==> src/rtl/wb2axi4l_bridge.sv <==
// Wishbone classic slave to AXI4-Lite master bridge, one transaction in flight.
// Ports: wb_* Wishbone slave side, m_axi_* AXI4-Lite master side, single clock.
//
// Each Wishbone cycle is turned into exactly one AXI4-Lite read or write.
// Request fields are latched in IDLE and held until the AXI side completes,
// so AXI address/data/strobe stay stable while any valid is high.
//
// Ports:
//   wb_clk_i, wb_rst_i        clock, synchronous active-high reset
//   wb_adr_i/dat_i/sel_i/we_i Wishbone request
//   wb_cyc_i, wb_stb_i        Wishbone cycle qualifiers
//   wb_dat_o, wb_ack_o,
//   wb_err_o                  Wishbone response (ack/err are 1-cycle pulses)
//   m_axi_aw*/w*/b*           AXI4-Lite write channels
//   m_axi_ar*/r*              AXI4-Lite read channels
module wb2axi4l_bridge #(
  parameter int ADDR_WIDTH = 32,
  parameter int DATA_WIDTH = 32
) (
  input  logic                  wb_clk_i,
  input  logic                  wb_rst_i,
  input  logic [ADDR_WIDTH-1:0] wb_adr_i,
  input  logic [DATA_WIDTH-1:0] wb_dat_i,
  input  logic [3:0]            wb_sel_i,
  input  logic                  wb_we_i,
  input  logic                  wb_cyc_i,
  input  logic                  wb_stb_i,
  output logic [DATA_WIDTH-1:0] wb_dat_o,
  output logic                  wb_ack_o,
  output logic                  wb_err_o,
  output logic [ADDR_WIDTH-1:0] m_axi_awaddr,
  output logic [2:0]            m_axi_awprot,
  output logic                  m_axi_awvalid,
  input  logic                  m_axi_awready,
  output logic [DATA_WIDTH-1:0] m_axi_wdata,
  output logic [3:0]            m_axi_wstrb,
  output logic                  m_axi_wvalid,
  input  logic                  m_axi_wready,
  input  logic [1:0]            m_axi_bresp,
  input  logic                  m_axi_bvalid,
  output logic                  m_axi_bready,
  output logic [ADDR_WIDTH-1:0] m_axi_araddr,
  output logic [2:0]            m_axi_arprot,
  output logic                  m_axi_arvalid,
  input  logic                  m_axi_arready,
  input  logic [DATA_WIDTH-1:0] m_axi_rdata,
  input  logic [1:0]            m_axi_rresp,
  input  logic                  m_axi_rvalid,
  output logic                  m_axi_rready
);

  typedef enum logic [2:0] {
    IDLE,
    WADDR,
    WRESP,
    RADDR,
    RDATA,
    DONE
  } state_e;

  state_e                  state_q, state_d;
  logic [ADDR_WIDTH-1:0]   adr_q, adr_d;
  logic [DATA_WIDTH-1:0]   dat_q, dat_d;
  logic [3:0]              sel_q, sel_d;
  logic                    aw_q, aw_d;
  logic                    w_q, w_d;
  logic                    err_q, err_d;
  logic                    abort_q, abort_d;
  logic [DATA_WIDTH-1:0]   rdata_q, rdata_d;

  logic req;
  assign req = wb_cyc_i & wb_stb_i;

  // State and datapath registers
  always_ff @(posedge wb_clk_i) begin
    if (wb_rst_i) begin
      state_q <= IDLE;
      adr_q   <= '0;
      dat_q   <= '0;
      sel_q   <= '0;
      aw_q    <= 1'b0;
      w_q     <= 1'b0;
      err_q   <= 1'b0;
      abort_q <= 1'b0;
      rdata_q <= '0;
    end else begin
      state_q <= state_d;
      adr_q   <= adr_d;
      dat_q   <= dat_d;
      sel_q   <= sel_d;
      aw_q    <= aw_d;
      w_q     <= w_d;
      err_q   <= err_d;
      abort_q <= abort_d;
      rdata_q <= rdata_d;
    end
  end

  // Next-state logic
  always_comb begin
    state_d = state_q;
    adr_d   = adr_q;
    dat_d   = dat_q;
    sel_d   = sel_q;
    aw_d    = aw_q;
    w_d     = w_q;
    err_d   = err_q;
    abort_d = abort_q;
    rdata_d = rdata_q;

    unique case (state_q)
      IDLE: begin
        abort_d = 1'b0;
        if (req) begin
          adr_d = wb_adr_i;
          dat_d = wb_dat_i;
          sel_d = wb_sel_i;
          if (wb_we_i) begin
            aw_d    = 1'b1;
            w_d     = 1'b1;
            state_d = WADDR;
          end else begin
            state_d = RADDR;
          end
        end
      end
      WADDR: begin
        // AW and W complete independently; leave once both are done,
        // which also covers both readies in the same cycle.
        if (aw_q && m_axi_awready) aw_d = 1'b0;
        if (w_q && m_axi_wready)   w_d  = 1'b0;
        if (!aw_d && !w_d)         state_d = WRESP;
      end
      WRESP: begin
        if (m_axi_bvalid) begin
          err_d   = m_axi_bresp[1];
          state_d = DONE;
        end
      end
      RADDR: begin
        if (m_axi_arready) state_d = RDATA;
      end
      RDATA: begin
        if (m_axi_rvalid) begin
          rdata_d = m_axi_rdata;
          err_d   = m_axi_rresp[1];
          state_d = DONE;
        end
      end
      DONE: begin
        state_d = IDLE;
      end
      default: begin
        state_d = IDLE;
      end
    endcase

    // A master that lets go mid-transaction loses its response,
    // but the AXI side is still run to completion.
    if (state_q != IDLE && !req) abort_d = 1'b1;
  end

  // Output logic
  always_comb begin
    m_axi_awvalid = aw_q;
    m_axi_wvalid  = w_q;
    m_axi_bready  = 1'b0;
    m_axi_arvalid = 1'b0;
    m_axi_rready  = 1'b0;
    wb_ack_o      = 1'b0;
    wb_err_o      = 1'b0;

    unique case (state_q)
      WRESP: m_axi_bready  = 1'b1;
      RADDR: m_axi_arvalid = 1'b1;
      RDATA: m_axi_rready  = 1'b1;
      DONE: begin
        if (!abort_q && req) begin
          wb_ack_o = !err_q;
          wb_err_o = err_q;
        end
      end
      default: ;
    endcase
  end

  assign m_axi_awaddr = adr_q;
  assign m_axi_awprot = 3'b000;
  assign m_axi_wdata  = dat_q;
  assign m_axi_wstrb  = sel_q;
  assign m_axi_araddr = adr_q;
  assign m_axi_arprot = 3'b000;
  assign wb_dat_o     = rdata_q;

endmodule

==> config.mk <==
export PLATFORM = sky130hd
export DESIGN_NAME = wb2axi4l_bridge
export DESIGN_NICKNAME = d
export VERILOG_FILES = /design/src/rtl/wb2axi4l_bridge.sv
export SDC_FILE = /design/constraint.sdc
export NUM_CORES = 1
export LEC_CHECK = 0
export BUFFER_PORTS_ARGS = -buffer_cell sky130_fd_sc_hd__buf_2
export CORE_MARGIN = 3
export CORE_UTILIZATION = 25
export CTS_BUF_LIST = sky130_fd_sc_hd__clkbuf_2 sky130_fd_sc_hd__clkbuf_4 sky130_fd_sc_hd__clkbuf_8
export DETAILED_ROUTE_END_ITERATION = 16
export HOLD_SLACK_MARGIN = 0.12
export PLACE_DENSITY_LB_ADDON = 0.25
export RECOVER_POWER = 25
export SLEW_MARGIN = 20
export SYNTH_ARGS = -nofsm -noshare
export SYNTH_HDL_FRONTEND = slang
export SYNTH_SLANG_ARGS = --single-unit
==> constraint.sdc <==
create_clock -name wb_clk_i -period 2.2 [get_ports wb_clk_i]
set_clock_uncertainty 0.1 [all_clocks]
set_input_delay 0.33 -clock wb_clk_i [delete_from_list [all_inputs] [get_ports wb_clk_i]]
set_output_delay 0.33 -clock wb_clk_i [all_outputs]
set_load 0.005 [all_outputs]
==> metrics.log, run 1 <==
[metrics] outcome: finished, final reports clean
[metrics] DRC: 0
[metrics] number of max-slew violations in the final report: 0
[metrics] number of buffers added on ports: 250
[metrics] Crit Path Class: flip-flop to flip-flop
[metrics] die outline height: 135.7 um
[metrics] Total Die Area: 18400 um2
[metrics] post-synthesis cell area: 4203 um2
[metrics] Slew Limit Headroom: 66.37%
[metrics] Async S/R FF share, synth: 0%
[metrics] non-filler cells, final: 1058
[metrics] maximum root-to-sink buffer count: 2
[metrics] number of buffers added by the clock tree synthesis step: 9
[metrics] post-CTS setup-driven buffer insertion count: 0
[metrics] final period demand of the worst path: 1.895 ns
[metrics] global-route total usage across every layer: 14.50%
[metrics] Cell Count Post-Placement: 941
[metrics] number of clock sinks: 107
[metrics] final clock period utilization by the worst path: 86.14%
[metrics] post-detailed-placement half-perimeter wirelength: 9.004 mm
[metrics] post-route setup TNS: 0 ns
[metrics] initial drt markers: 192
[metrics] sequential element share of the synthesized area: 50.97%
[metrics] RSZ-0062 raised after global routing: no
[metrics] Avg Cell Area, Syn: 7.856 um2
[metrics] first-pass GRT wire length: 21.40 mm
[metrics] detail-routed net length per standard cell: 13.06 um
[metrics] clock latency on the worst-skew pair: 0.37 ns
[metrics] distinct cell type count of the synthesized netlist: 31
[metrics] final critical-path setup slack: 0.3049 ns
[metrics] slew at the pin closest to its max-slew limit: 0.5039 ns
[metrics] final net count: 951
[metrics] Seq cells post-synth: 107
[metrics] antenna cell count: 0
[metrics] worst hold slack across all endpoints: 0.1811 ns
[metrics] power density over the cells: 765.3 nW/um2
[metrics] area inside the core boundary: 16170 um2
[metrics] remaining antenna violation count: 0
[metrics] area growth from synthesis to layout: 57.37%
[metrics] combinational power share: 28.5%
[metrics] pre-CTS WS: 0.4287 ns
[metrics] IO Count: 259
[metrics] CP Capture Type: flip-flop
[metrics] gate count after technology mapping: 535
[metrics] portion of total power attributed to the clock network: 26.8%
[metrics] count of TritonRoute iterations in the first routing pass: 4
[metrics] Setup crit start kind: flip-flop
[metrics] number of H-tree levels: 3
[metrics] maximum net fanout on the critical path: 26
[metrics] number of filler cells placed in the layout: 1673
[metrics] Main synth FF type: dfxtp_1
[metrics] total via count in the routed design: 4499
[metrics] number of setup violations in the final report: 0
[metrics] final hold vios: 0
[metrics] classification of the worst-slack hold path: input port to flip-flop
[metrics] Maximum Capacitance Violations: 0
[metrics] maximum frequency from static timing analysis: 0.5277 GHz
[metrics] FF+latch area: 2142 um2
[metrics] TritonCTS clock tree: built
[metrics] Yosys warning count: 0
[metrics] number of rows in the core area: 46
[metrics] number of flops mapped to enable cells by yosys: 0
[metrics] number of antenna violations at the first check in global routing: 0
[metrics] worst-case vdd ir drop: 281.3 uV
[metrics] static leakage power: 0.002890 uW
[metrics] Die Width: 135.7 um
[metrics] GP Congestion: 0.7120
[metrics] routed vias/inst: 4.252
[metrics] DRT Wirelength: 13.82 mm
[metrics] buffer type at the clock tree root: clkbuf_8
[metrics] proportion of layout cells with a drive suffix above 1: 28.50%
[metrics] total net switching power: 1567 uW
[metrics] required arrival time at the worst endpoint: 2.36 ns
[metrics] cell-internal power: 3495 uW
[metrics] Seq pwr share: 44.7%
[metrics] Clock Pin Slew Worst Setup and Hold Paths: 0.10 ns
[metrics] sw frac: 30.95%
[metrics] data arrival at the endpoint of the critical path: 2.05 ns
[metrics] effective utilization at floorplan: 25.99%
[metrics] via count of the first global-routing pass: 4260
[metrics] global route overflow: 0
[metrics] pin count of the biggest net entering global routing: 52
[metrics] multi-input combinational cell area: 1599 um2
==> Yosys cell counts (2+ instances only) <==
cell	instances	share of area, %
a21oi_1	105	13
buf_2	9	1.1
buf_4	44	7.9
buf_6	2	0.54
clkbuf_1	20	1.8
dfxtp_1	107	51
inv_1	3	0.27
mux2i_1	4	0.95
nand2_1	206	18
nand2b_1	2	0.30
nand3_1	4	0.48
nand3b_1	3	0.54
nor2_1	8	0.71
==> kinds of logic after synthesis <==
kind of cell,synth area share (%)
AOI/OAI and AO/OA,13.81
buffers and inverters,11.61
DFF,50.97
and+or+nand+nor,22.57
other,0.08923
muxes,0.9527
==> flip-flops by register name (all words and copies together) (netlist names) <==
| name | count |
|---|---|
| err_q | 1 |
| m_axi_wdata | 32 |
| state_q | 3 |
| m_axi_araddr | 32 |
| m_axi_wstrb | 4 |
| wb_dat_o | 32 |
| m_axi_wvalid | 1 |
| abort_q | 1 |
| m_axi_awvalid | 1 |
==> layout make-up <==
| type | instances | share of cell area [%] |
|---|---|---|
| Tap cell | 216 | 4.086 |
| Multi-Input combinational cell | 354 | 24.18 |
| Timing Repair Buffer | 362 | 35.83 |
| Inverter | 3 | 0.1703 |
| Sequential cell | 107 | 32.39 |
| Clock buffer | 12 | 2.213 |
| Clock inverter | 4 | 1.135 |
==> worst max-delay path, stage by stage, from the launching register on <==
cell and delay (ns):
dfxtp_1 0.32, nor3_1 0.39, nand3_2 0.48, buf_12 0.34
nand2_1 0.08, a21oi_1 0.06
==> power by group through the flow <==
stage	clock network, uW	registers [uW]	logic [uW]
2_1_floorplan	0	2320	826
3_3_place_gp	0	2300	1330
3_5_place_dp	0	2310	1330
4_1_cts	1440	2260	1470
5_1_grt	1520	2290	1620
6_report	1360	2260	1440
==> metrics by stage <==
stage | utilization [%] | total power, uW | instance area (um2)
after detailed placement | 33.63 | 3635 | 5439
after global routing | 40.89 | 5434 | 6614
after global placement | 33.63 | 3630 | 5439
after CTS | 41.25 | 5179 | 6671
final | 40.89 | 5062 | 6614
after floorplan | - | 3147 | 4222
==> path summary, 6_finish.rpt <==
| path | start | endpoint | slack, ns | depth (start not counted) |
|---|---|---|---|---|
| hold / removal | m_axi_awready | m_axi_awvalid$_SDFFE_PP0P_ | 0.18 | 4 |
| setup reg to reg | state_q[2]$_SDFFE_PP0P_ | m_axi_araddr[17]$_SDFFE_PP0P_ | 0.30 | 5 |
| hold reg to reg | wb_dat_o[19]$_SDFFE_PP0P_ | wb_dat_o[19]$_SDFFE_PP0P_ | 0.36 | 2 |
| setup / recovery | state_q[2]$_SDFFE_PP0P_ | m_axi_araddr[17]$_SDFFE_PP0P_ | 0.30 | 5 |
==> cells in the final DEF, fill, tap and decap left out <==
cell type,n
nand2b_1,2
a21oi_1,105
and2_1,1
bufinv_16,2
clkbuf_1,42
and4b_1,1
a211o_1,1
nor3b_4,1
a211oi_1,1
clkbuf_8,9
inv_1,3
a211o_2,1
nand3b_1,3
buf_12,6
o31ai_1,1
conb_1,6
nand3_2,1
clkinvlp_4,2
nand3_1,3
o22ai_1,1
nor2_1,8
nor2b_4,1
or4b_1,1
buf_4,6
and2b_1,1
clkbuf_4,3
dlygate4sd3_1,101
and4_1,1
a311oi_2,1
or2b_1,1
nand2_1,206
dfxtp_1,107
nor3_1,2
buf_2,207
mux2i_1,4
==> per-layer routing <==
| layer | GRT usage (%) | share of wire, % | up-vias |
|---|---|---|---|
| li1 | - | - | 2268 |
| met1 | 16.96 | 42 | 2023 |
| met2 | 24.86 | 47 | 191 |
| met3 | 5.275 | 9.6 | 17 |
| met4 | 4.367 | 1.7 | 0 |
| met5 | 0 | 0 | - |
==> what timing repair did <==
item / 4_1_cts / 5_1_grt
gates resized for setup: 0 / 0
endpoints found under the hold margin: 102 / 0
hold buffers: 101 / 0
No activity file was read; power rests on OpenSTA's default activity.
==> run 2: changes to the inputs <==
Settings changed: CORE_MARGIN 3 to 2, CORE_UTILIZATION 25 to 28.
==> run 2 against run 1 <==
  * Global-route usage up 1.4 points
  * Cell count fell by 3.2%
  * Sequential share of layout area rose by 0.35 points
  * Utilization up 4.0 points
  * Critical path type is now flip-flop to output pin
==> metrics.log, run 2 (same netlist as run 1, synthesis figures left out) <==
[metrics] detail-routed net length per standard cell: 12.62 um (was 13.06 um)
[metrics] Min-Delay Startpoint: wb_we_i (was m_axi_awready)
[metrics] Setup crit start kind: flip-flop (unchanged)
[metrics] highest cell delay on the worst timing path: 0.59 ns (was 0.48 ns)
[metrics] classification of the worst-slack hold path: input port to flip-flop (unchanged)
[metrics] maximum frequency from static timing analysis: 0.5106 GHz (was 0.5277 GHz)
[metrics] Crit Path Class: flip-flop to output pin (was flip-flop to flip-flop)
[metrics] first-pass GRT wire length: 21.06 mm (was 21.40 mm)
[metrics] CP Capture Type: output pin (was flip-flop)
[metrics] Clock Pin Slew Worst Setup and Hold Paths: 0.10 ns (about the same)
[metrics] remaining antenna violation count: 0 (unchanged)
[metrics] maximum net fanout on the critical path: 12 (was 26)
[metrics] chain of cells forming the critical path: and2b_1 -> and4b_1 -> buf_2 (was nor3_1 -> nand3_2 -> buf_12 -> nand2_1 -> a21oi_1)
[metrics] maximum root-to-sink buffer count: 2 (unchanged)
[metrics] end of the worst register-to-register path: m_axi_wvalid$_SDFFE_PP0P_ (was m_axi_araddr[17]$_SDFFE_PP0P_)
[metrics] antenna cell count: 0 (unchanged)
[metrics] worst-case hold path end point: m_axi_awvalid$_SDFFE_PP0P_ (unchanged)
[metrics] number of setup violations in the final report: 0 (unchanged)
[metrics] area growth from synthesis to layout: 55.70% (was 57.37%)
[metrics] number of rows in the core area: 44 (was 46)
[metrics] static leakage power: 0.002911 uW (was 0.002890 uW)
[metrics] TritonCTS clock tree: built (unchanged)
[metrics] DRC: 0 (unchanged)
[metrics] data arrival at the endpoint of the critical path: 1.53 ns (was 2.05 ns)
[metrics] Maximum Capacitance Violations: 0 (unchanged)
[metrics] required arrival time at the worst endpoint: 1.77 ns (was 2.36 ns)
[metrics] number of max-slew violations in the final report: 0 (unchanged)
[metrics] effective utilization at floorplan: 28.81% (was 25.99%)
[metrics] number of buffers added on ports: 250 (unchanged)
[metrics] R2R setup slack: 0.32 ns (was 0.30 ns)
[metrics] power density over the cells: 764.3 nW/um2 (was 765.3 nW/um2)
[metrics] pre-CTS WS: 0.4487 ns (was 0.4287 ns)
[metrics] final period demand of the worst path: 1.959 ns (was 1.895 ns)
[metrics] path depth of the worst reg2reg path: 5 (unchanged)
[metrics] count of TritonRoute iterations in the first routing pass: 4 (unchanged)
[metrics] Total Die Area: 16010 um2 (was 18400 um2)
[metrics] startpoint of the worst register-to-register path: state_q[1]$_SDFFE_PP0P_ (was state_q[2]$_SDFFE_PP0P_)
[metrics] die outline height: 126.5 um (was 135.7 um)
[metrics] number of antenna violations at the first check in global routing: 0 (unchanged)
[metrics] final hold vios: 0 (unchanged)
[metrics] Top Family by Delay on Critical Path: flip-flops (was simple AND/OR/NAND/NOR gates)
[metrics] global-route total usage across every layer: 15.88% (was 14.50%)
[metrics] slowest CP cell: dfxtp_1 (was nand3_2)
[metrics] number of filler cells placed in the layout: 1449 (was 1673)
[metrics] most used cells in the layout excluding fill and tap cells: buf_2 (216), nand2_1 (206), dfxtp_1 (107) (was buf_2 (207), nand2_1 (206), dfxtp_1 (107))
[metrics] via count of the first global-routing pass: 4365 (was 4260)
[metrics] final net count: 949 (was 951)
[metrics] pin count of the biggest net entering global routing: 52 (unchanged)
[metrics] post-detailed-placement half-perimeter wirelength: 8.292 mm (was 9.004 mm)
[metrics] final clock period utilization by the worst path: 89.03% (was 86.14%)
[metrics] final critical-path setup slack: 0.2414 ns (was 0.3049 ns)
[metrics] number of H-tree levels: 3 (unchanged)
[metrics] post-route setup TNS: 0 ns (unchanged)
[metrics] number of buffers added by the clock tree synthesis step: 9 (unchanged)
[metrics] worst-case vdd ir drop: 273.1 uV (was 281.3 uV)
[metrics] RSZ-0062 raised after global routing: no (unchanged)
[metrics] outcome: finished, final reports clean (unchanged)
[metrics] combined buffer and inverter count along the critical path: 1 (unchanged)
[metrics] non-filler cells, final: 1024 (was 1058)
[metrics] Critical Path Source: state_q[1]$_SDFFE_PP0P_ (was state_q[2]$_SDFFE_PP0P_)
[metrics] total via count in the routed design: 4469 (was 4499)
[metrics] routed vias/inst: 4.364 (was 4.252)
[metrics] IO Count: 259 (unchanged)
[metrics] Die Width: 126.5 um (was 135.7 um)
[metrics] global route overflow: 0 (unchanged)
[metrics] initial drt markers: 142 (was 192)
[metrics] leading cell type in the layout, fill and taps excluded: buf_2 (unchanged)
[metrics] GP Congestion: 0.7284 (was 0.7120)
[metrics] area inside the core boundary: 14590 um2 (was 16170 um2)
[metrics] DRT Wirelength: 12.92 mm (was 13.82 mm)
[metrics] post-CTS setup-driven buffer insertion count: 0 (unchanged)
[metrics] Cell Count Post-Placement: 908 (was 941)
[metrics] proportion of layout cells with a drive suffix above 1: 29.52% (was 28.50%)
[metrics] number of clock sinks: 107 (unchanged)
[metrics] buffer type at the clock tree root: clkbuf_8 (unchanged)
[metrics] Hold Path Depth: 3 (was 4)
[metrics] clock latency on the worst-skew pair: 0.37 ns (about the same)
## run 2: cell count changes in the layout (fill, tap and decap cells not counted), sizes merged
cell and delta:
buf +8, inv +2, dlygate4sd3 -1, clkinvlp -1
clkbuf -12, clkinv +2
## run 2: final cells by class
cell class	instances	area, um2	area share [%]
sequential	107	2142	32.73
tap	184	230.2	3.518
clock inverter	7	98.84	1.511
inverter	3	11.26	0.1721
multi-input combinational	354	1599	24.44
clock buffer	9	123.9	1.893
timing repair buffer	360	2338	35.74
## run 2: what timing repair did
item,CTS,global route
endpoints found under the hold margin,100,0
resized for setup,0,0
hold buffers,100,0
## run 2: metal layers
metal  GRT usage, %  vias to the layer above  wire, um
met5              0                        -         0
met4          5.495                        0       180
met3          4.260                       12      1038
met2          27.71                      187      6206
met1          18.80                     2006      5496
li1               -                     2264         -
## run 2: how the worst max path moves through the flow
stage | to | slack (ns) | cells after the start
after floorplan | state_q[0]$_SDFFE_PP0P_ | 0.68 | 5
after global placement | m_axi_wvalid$_SDFFE_PP0P_ | 0.46 | 5
after detailed placement | m_axi_awvalid$_SDFFE_PP0P_ | 0.45 | 5
after CTS | wb_ack_o | 0.19 | 3
after global routing | m_axi_wvalid$_SDFFE_PP0P_ | 0.14 | 5
final | wb_ack_o | 0.24 | 3
## run 2: worst reg2reg max path: stages (launching register included)
cell and delay (ns):
dfxtp_1 0.45, nor3_1 0.43, nor2b_4 0.26, buf_4 0.29, nand3_1 0.15, a21oi_1 0.14
## run 2: power by group
group	leakage [uW]	switching (uW)	internal [uW]
registers	0.000869	170	2150
clock network	0.000110	711	650
logic	0.00193	684	642
total	0.00291	1560	3440
## run 2: through the flow
stage / hold slack [ns] / instance area [um2] / utilization (%) / power (uW)
floorplan: 0.3527 / 4222 / - / 3147
global placement: 0.3404 / 5366 / 36.78 / 3574
detailed placement: 0.3439 / 5366 / 36.78 / 3581
CTS: 0.1271 / 6590 / 45.17 / 5086
global route: 0.1537 / 6544 / 44.85 / 5323
finish: 0.1566 / 6544 / 44.85 / 5002
